$ cat src/rtl/dmux_stream_pkg.sv
// Shared defaults and pointer-width helper for the dmux_stream slice.
package dmux_stream_pkg;

   localparam int DEF_WIDTH = 16;
   localparam int DEF_SEL_W = 2;
   localparam int DEF_DEPTH = 2;

   // Pointers carry one wrap bit above the index bits.
   function automatic int ptr_w(input int depth);
      return $clog2(depth) + 1;
   endfunction

endpackage

$ cat src/rtl/dmux_fifo.sv
// Per-channel FIFO with wrap-bit pointers; storage is cleared on reset so the
// head word reads 0 while empty after reset.
module dmux_fifo
   import dmux_stream_pkg::*;
#(
   parameter int WIDTH = DEF_WIDTH,
   parameter int DEPTH = DEF_DEPTH
) (
   input  logic             clk,
   input  logic             rst,
   input  logic             push,
   input  logic [WIDTH-1:0] push_data,
   output logic             full,
   input  logic             pop,
   output logic [WIDTH-1:0] head_data,
   output logic             empty
);

   localparam int AW = $clog2(DEPTH);
   localparam int PW = ptr_w(DEPTH);

   logic [PW-1:0]    wptr;
   logic [PW-1:0]    rptr;
   logic [WIDTH-1:0] mem [DEPTH];

   assign full      = (wptr[AW-1:0] == rptr[AW-1:0]) && (wptr[AW] != rptr[AW]);
   assign empty     = (wptr == rptr);
   assign head_data = mem[rptr[AW-1:0]];

   always_ff @(posedge clk or posedge rst) begin
      if (rst) begin
         wptr <= '0;
         rptr <= '0;
         for (int i = 0; i < DEPTH; i++) mem[i] <= '0;
      end else begin
         if (push && !full) begin
            mem[wptr[AW-1:0]] <= push_data;
            wptr              <= wptr + PW'(1);
         end
         if (pop && !empty) rptr <= rptr + PW'(1);
      end
   end

endmodule

$ cat src/rtl/dmux_stream.sv
// Registered 1-to-N stream demultiplexer with one FIFO per channel.
// Optional broadcast input is enabled with DMUX_STREAM_BCAST_EN.
module dmux_stream
   import dmux_stream_pkg::*;
#(
   parameter int WIDTH = DEF_WIDTH,
   parameter int SEL_W = DEF_SEL_W,
   parameter int DEPTH = DEF_DEPTH,
   localparam int N    = 2**SEL_W
) (
   input  logic               clk,
   input  logic               rst,
   input  logic [WIDTH-1:0]   in_data,
   input  logic [SEL_W-1:0]   in_sel,
   input  logic               in_valid,
`ifdef DMUX_STREAM_BCAST_EN
   input  logic               in_bcast,
`endif
   output logic               in_ready,
   output logic [N*WIDTH-1:0] out_data,
   output logic [N-1:0]       out_valid,
   input  logic [N-1:0]       out_ready
);

   // Handshakes: input word transfers on in_valid && in_ready at a rising edge;
   // channel k head transfers on out_valid[k] && out_ready[k]. in_ready looks
   // only at FIFO fullness, never at out_ready, so there is no pass-through.
   logic         bcast;
   logic [N-1:0] full;
   logic [N-1:0] empty;
   logic [N-1:0] push;

`ifdef DMUX_STREAM_BCAST_EN
   assign bcast = in_bcast;
`else
   assign bcast = 1'b0;
`endif

   assign in_ready = bcast ? ~|full : ~full[in_sel];

   for (genvar g = 0; g < N; g++) begin : g_chan
      assign push[g]      = in_valid && in_ready && (bcast || (in_sel == SEL_W'(g)));
      assign out_valid[g] = ~empty[g];

      dmux_fifo #(
         .WIDTH(WIDTH),
         .DEPTH(DEPTH)
      ) u_fifo (
         .clk      (clk),
         .rst      (rst),
         .push     (push[g]),
         .push_data(in_data),
         .full     (full[g]),
         .pop      (out_ready[g]),
         .head_data(out_data[g*WIDTH +: WIDTH]),
         .empty    (empty[g])
      );
   end

endmodule

$ cat config.mk
export PLATFORM = sky130hd
export DESIGN_NAME = dmux_stream
export DESIGN_NICKNAME = d
export VERILOG_FILES = /design/src/rtl/dmux_stream_pkg.sv /design/src/rtl/dmux_fifo.sv /design/src/rtl/dmux_stream.sv
export SDC_FILE = /design/constraint.sdc
export NUM_CORES = 1
export LEC_CHECK = 0
export CAP_MARGIN = 10
export CORE_MARGIN = 1
export CORE_UTILIZATION = 58
export CTS_CLUSTER_SIZE = 16
export DETAILED_ROUTE_END_ITERATION = 6
export HOLD_SLACK_MARGIN = 0.1
export PLACE_DENSITY_LB_ADDON = 0.12
export SETUP_SLACK_MARGIN = 0.3
export SLEW_MARGIN = 5
export SYNTH_ARGS = -nofsm -noshare
export SYNTH_HDL_FRONTEND = slang
export SYNTH_HIERARCHICAL = 1
export SYNTH_SLANG_ARGS = --single-unit
$ cat constraint.sdc
create_clock -name clk -period 5.15 [get_ports clk]
set_input_delay 1.03 -clock clk [delete_from_list [all_inputs] [get_ports clk]]
set_output_delay 1.03 -clock clk [all_outputs]
set_load 0.05 [all_outputs]
==> run_results.csv, run 1 <==
group,metric,value,unit
clock_network,tritoncts.num_buffers,17,
global_route,track_usage,0.248,
route,ant_nets,0,
finish,n_antenna_cell,0,
logic_synthesis,ys_types,26,
finish,syn_to_final_growth,23.2,%
sta,setup_viol,0,
die,ios,94,
logic_synthesis,synth_nets,492,
logic_synthesis,synth.yosys.warnings,6,
setup_path,r2r_slack,1.75,ns
logic_synthesis,synth_area_leaders,"dfrtp_1 55%, mux2_2 33%, buf_6 1.4%",
clock_network,cts_hold_buf,0,
clock_network,clock_latency,0.41,ns
die,core_area,10900,um2
setup_path,start_kind,"flip-flop",
clock_network,ctsResizeCount,0,
logic_synthesis,yosys.area.top_type,"dfrtp_1",
global_route,grt_max_degree,37,
min_path,hold_path_class,"flip-flop to flip-flop",
route,drc,0,
clock_network,clockBufferDepth,2,
route,vias,4012,
placement,dp_cells,680,
job,max_cap_violations,0,
route,detail_route.iter0.violations,198,
sta,fmax,243,MHz
clock_network,root_buffer,"clkbuf_16",
run_status,status,"finished clean",
finish,nFillCells,734,
setup_path,r2r_cells,6,
finish,fin_nets,584,
sta,fin_crit,4.12,ns
logic_synthesis,synth_top_cell_area_share,0.546,
clock_network,clkTransAtPathRegs,0.06,ns
setup_path,path_class,"flip-flop to primary output",
sta,grt_setup_unrepaired,"false",
logic_synthesis,netlist_area,6600,um2
route,highest_layer,"met4",
global_route,grt_pass1_wl,21800,um
route,wl_met3,357,um
die,die_x,109,um
finish,fin_area,8130,um2
setup_path,r2r_end,"g_chan[0].u_fifo/mem[2]$_DFFE_PP0P_",
route,firstDrtPassIters,6,
placement,dp_hpwl,8940,um
sta,tightest_slew,1.07,ns
die,die-area,11800,um2
logic_synthesis,synth-seq-cells,144,
die,initial_core_util,0.603,
clock_network,cts_htree_levels,4,
sta,period_share,0.800,
route,totalWireLength,13300,um
route,viasPerCell,5.63,
logic_synthesis,yosysSeqAreaShare,0.546,
setup_path,crit_path_start,"g_chan[3].u_fifo/rptr[0]$_DFFE_PP0P_",
die,die_h,109,um
setup_path,crit_path_end,"in_ready",
finish,layout.cells.non_filler,712,
setup_path,critPathCaptureType,"primary output",
sta,hold_viol_final,0,
global_route,antenna_found_initial,0,
sta,setup_tns,0,ns
sta,skew,0.00488,ns
setup_path,worst_r2r_startpoint,"g_chan[0].u_fifo/rptr[0]$_DFFE_PP0P_",
setup_path,cp.arrival,3.09,ns
finish,drive_gt1_frac,0.414,
placement,gp_congestion,0.765,
logic_synthesis,synth.avg_cell_area,14.1,um2
logic_synthesis,synthCells,467,
global_route,grt_pass1_vias,4365,
clock_network,cts_tree,"yes",
clock_network,cts_setup_buffers,0,
finish,postLayoutCoreUtil,0.743,
setup_path,required,4.12,ns
placement,portBuffers,93,
die,fp-row-count,38,
route,wl_per_cell,18.7,um
sta,timing.slew.headroom,0.289,
sta,finalMaxSlewViolations,0,
clock_network,cts_sinks,144,
route,wl_met1,5760,um
route,met2_length,6910,um
global_route,grt_remaining_overflow,0,
placement,dpl_cell_area,7570,um2
setup_path,worstPathMaxFanout,24,
cells in the mapped netlist, drive strengths merged:
cell type    n
nor2        12
nor3         1
mux2i        4
nand2       13
inv          9
and4bb       1
a31oi        4
nor4b        1
mux4         1
xnor2        4
dfrtp      144
nand3        8
mux2       196
nand2b       4
a21boi       4
nor2b        4
xor2         8
a21oi       12
clkbuf       4
nor3b        1
o21ai       12
buf         20
logic make-up (layout without fill, tap and decap cells):
logic type	count (synthesis)	count (layout)	synth area share
DFF	144	144	0.546
and+or+nand+nor	45	45	0.0330
xor gates and xnor gates	12	12	0.0159
buffers and inverters	33	138	0.0294
muxes	201	201	0.344
AOI/OAI and AO/OA	32	32	0.0311
state kept, by name (all words and copies together), names as in the netlist:
name / cells
g_chan.u_fifo/mem: 128
g_chan.u_fifo/rptr: 8
g_chan.u_fifo/wptr: 8
layout by cell type (no fill, tap or decap), types with 8 or more instances in the layout:
cell type | Yosys | layout
mux2_2 | 196 | 196
dfrtp_1 | 144 | 144
clkdlybuf4s50_1 | 0 | 93
clkbuf_16 | 0 | 17
nand2_1 | 13 | 13
nor2_1 | 12 | 12
inv_1 | 9 | 9
xor2_1 | 8 | 8
o21ai_0 | 8 | 8
nand3_1 | 8 | 8
a21oi_1 | 8 | 8
worst min path at each step:
stage                                                    start                              endpoint  slack (ns)  cells after the start
after floorplan            g_chan[0].u_fifo/mem[0]$_DFFE_PP0P_   g_chan[0].u_fifo/mem[0]$_DFFE_PP0P_        0.47                      1
after global placement    g_chan[2].u_fifo/mem[19]$_DFFE_PP0P_  g_chan[2].u_fifo/mem[19]$_DFFE_PP0P_        0.48                      1
after detailed placement   g_chan[3].u_fifo/mem[9]$_DFFE_PP0P_   g_chan[3].u_fifo/mem[9]$_DFFE_PP0P_        0.49                      1
after CTS                  g_chan[3].u_fifo/mem[9]$_DFFE_PP0P_   g_chan[3].u_fifo/mem[9]$_DFFE_PP0P_        0.50                      1
after global routing      g_chan[1].u_fifo/mem[19]$_DFFE_PP0P_  g_chan[1].u_fifo/mem[19]$_DFFE_PP0P_        0.51                      1
final                      g_chan[2].u_fifo/mem[1]$_DFFE_PP0P_   g_chan[2].u_fifo/mem[1]$_DFFE_PP0P_        0.50                      1
per-layer routing:
| layer | up-vias | GRT usage |
|---|---|---|
| met4 | 0 | 0.0830 |
| met1 | 2058 | 0.316 |
| met5 | - | 0 |
| met3 | 19 | 0.0550 |
| met2 | 82 | 0.421 |
| li1 | 1853 | - |
metrics by stage:
step           setup WS (ns)  hold WS [ns]
2_1_floorplan           2.27         0.475
3_3_place_gp            1.20         0.482
3_5_place_dp            1.19         0.490
4_1_cts                 1.02         0.503
5_1_grt                0.865         0.511
6_report                1.03         0.501
critical path: stages (launching register included):
cell and delay, ns:
dfrtp_1 1.04, xor2_1 0.25, nor2_1 0.08, mux4_2 0.47, inv_1 0.06, clkdlybuf4s50_1 0.78
final cells by class:
class / instances / area [um2] / area share
Clock inverter: 6 / 55.1 / 0.00678
Timing Repair Buffer: 97 / 961 / 0.118
Clock buffer: 26 / 499 / 0.0614
Tap cell: 140 / 175 / 0.0216
Inverter: 9 / 33.8 / 0.00416
Multi-Input combinational cell: 290 / 2800 / 0.344
Sequential cell: 144 / 3600 / 0.443
Power of run 1 is not shown: default switching activity piles up to over one toggle a cycle in this logic, so the estimate is an artifact.
==> run 2, diff against run 1 <==
--- a/config.mk
+++ b/config.mk
@@ -7,7 +7,7 @@
 export LEC_CHECK = 0
 export CAP_MARGIN = 10
 export CORE_MARGIN = 1
-export CORE_UTILIZATION = 58
+export CORE_UTILIZATION = 55
 export CTS_CLUSTER_SIZE = 16
 export DETAILED_ROUTE_END_ITERATION = 6
 export HOLD_SLACK_MARGIN = 0.1
==> constraint.sdc (replaced) <==
create_clock -name clk -period 3.9 [get_ports clk]
set_input_delay 0.78 -clock clk [delete_from_list [all_inputs] [get_ports clk]]
set_output_delay 0.78 -clock clk [all_outputs]
set_load 0.05 [all_outputs]
==> run 2 against run 1 <==
  * Sequential share of layout area fell by 0.57 points
  * First-iteration DRC count is 17% lower
  * Flip-flop and latch count stayed put
  * Worst hold slack barely moved
  * Die area is 5.4% higher
  * Largest cell class unchanged
  * Register-to-register slack worse by 0.40 ns
  * Non-clock buffer count is 9 higher
  * Final cell count rose by 1.7%
  * The flow now finishes with violations (DRC)
  * Worst setup slack worse by 0.60 ns
  * Critical endpoint unchanged
==> run_results.csv, run 2 (synthesis results as in run 1) <==
group,metric,value,unit
run_status,status,"complete, but fails checks",
run_status,failed_checks,"DRC",
finish,largest_register_ffs,128,
clock_network,tritoncts.num_buffers,17,
global_route,grt_remaining_overflow,0,
clock_network,clkTransAtPathRegs,0.05,ns
clock_network,cts_htree_levels,4,
sta,timing.slew.headroom,0.372,
global_route,grt_pass1_vias,4345,
sta,fmax,288,MHz
route,firstDrtPassIters,6,
placement,portBuffers,93,
clock_network,ctsResizeCount,0,
route,viasPerCell,5.53,
global_route,grt_pass1_wl,21900,um
setup_path,path_cells,"xnor2_1, nor2_1, mux4_2, inv_1, clkdlybuf4s50_1",
clock_network,root_buffer,"clkbuf_16",
die,ios,94,
sta,hold_slack,0.500,ns
setup_path,cp_slowest_cell,"clkdlybuf4s50_1",
clock_network,clockBufferDepth,2,
clock_network,cts_hold_buf,0,
sta,grt_setup_unrepaired,"false",
clock_network,cts_sinks,144,
finish,reg.largest.list,"g_chan.u_fifo/mem x128, g_chan.u_fifo/rptr x8, g_chan.u_fifo/wptr x8",
finish,layout_common_cells,"196 x mux2_2, 144 x dfrtp_1, 93 x clkdlybuf4s50_1",
setup_path,critPathCaptureType,"primary output",
setup_path,worstPathMaxFanout,5,
route,vias,4003,
finish,final_common_cell,"mux2_2",
sta,skew,0.00569,ns
setup_path,start_kind,"flip-flop",
sta,finalMaxSlewViolations,0,
route,totalWireLength,13000,um
finish,drive_gt1_frac,0.422,
clock_network,clock_latency,0.41,ns
finish,n_antenna_cell,0,
global_route,antenna_found_initial,0,
setup_path,critPathMaxStageDelay,0.79,ns
finish,largest-register,"g_chan.u_fifo/mem",
setup_path,path_class,"flip-flop to primary output",
sta,fin_crit,3.47,ns
placement,gp_congestion,0.742,
setup_path,cp.arrival,2.69,ns
route,ant_nets,0,
job,max_cap_violations,0,
sta,tightest_slew,0.942,ns
die,initial_core_util,0.570,
finish,postLayoutCoreUtil,0.712,
sta,period_share,0.890,
placement,pre_cts_ws,0.427,ns
route,detail_route.iter0.violations,165,
clock_network,cts_tree,"yes",
setup_path,required,3.12,ns
sta,hold_viol_final,0,
sta,fin_ws,0.428,ns
route,drc,6,
die,die_h,112,um
finish,fin_nets,593,
finish,syn_to_final_growth,24.8,%
global_route,track_usage,0.229,
die,die_x,112,um
die,core_area,11600,um2
die,fp-row-count,39,
placement,dp_hpwl,8990,um
clock_network,cts_setup_buffers,0,
die,die-area,12400,um2
global_route,grt_max_degree,37,
route,wl_per_cell,18.0,um
sta,setup_viol,0,
min_path,hold_path_class,"flip-flop to flip-flop",
sta,setup_tns,0,ns
-- run 2: cell count changes in the layout (fill, tap and decap cells not counted) --
cell       before  now
buf_16          0    1
buf_4           4   12
clkbuf_8        4    3
clkbuf_1        5    6
clkinv_2        5    4
bufinv_16       1    2
-- run 2: worst max-delay path: cells and delay by family (launching register included) --
kind / cells / cell delay [ns]
XOR/XNOR: 1 / 0.40
buffers and inverters: 2 / 0.85
flip-flops: 1 / 0.42
multiplexers: 1 / 0.47
AND/OR/NAND/NOR: 1 / 0.14
-- run 2: worst paths after layout --
path | cells past startpoint | from | slack, ns | end
min in group asynchronous | 2 | rst | 0.78 | g_chan[0].u_fifo/mem[19]$_DFFE_PP0P_
hold / removal | 1 | g_chan[1].u_fifo/mem[5]$_DFFE_PP0P_ | 0.50 | g_chan[1].u_fifo/mem[5]$_DFFE_PP0P_
setup / recovery | 5 | g_chan[1].u_fifo/rptr[1]$_DFFE_PP0P_ | 0.43 | in_ready
hold reg to reg | 1 | g_chan[1].u_fifo/mem[5]$_DFFE_PP0P_ | 0.50 | g_chan[1].u_fifo/mem[5]$_DFFE_PP0P_
max in group asynchronous | 4 | rst | 2.50 | g_chan[0].u_fifo/rptr[0]$_DFFE_PP0P_
setup reg to reg | 6 | g_chan[0].u_fifo/rptr[1]$_DFFE_PP0P_ | 1.35 | g_chan[0].u_fifo/mem[23]$_DFFE_PP0P_
-- run 2: through the flow --
| stage | cells | instance area, um2 |
|---|---|---|
| after floorplan | 467 | 6600 |
| after detailed placement | 691 | 7630 |
| final | 724 | 8230 |
| after global routing | 724 | 8230 |
| after global placement | 691 | 7630 |
| after CTS | 723 | 8200 |
-- run 2: area by class of cell --
cell class,count,area (um2)
Clock inverter,6,80.1
Multi-Input combinational cell,290,2800
Fill cell,796,3330
Sequential cell,144,3600
Clock buffer,26,489
Tap cell,143,179
Timing Repair Buffer,106,1050
Inverter,9,33.8
-- run 2: routing by layer --
| layer | GRT usage | share of wire | routed length (um) | vias up |
|---|---|---|---|---|
| met1 | 0.287 | 0.44 | 5730 | 2038 |
| met5 | 0 | 0 | 0 | - |
| met2 | 0.393 | 0.52 | 6720 | 76 |
| li1 | - | - | - | 1870 |
| met4 | 0.0865 | 0.016 | 214 | 0 |
| met3 | 0.0468 | 0.029 | 373 | 19 |
Power of run 2 is left out for the same reason.
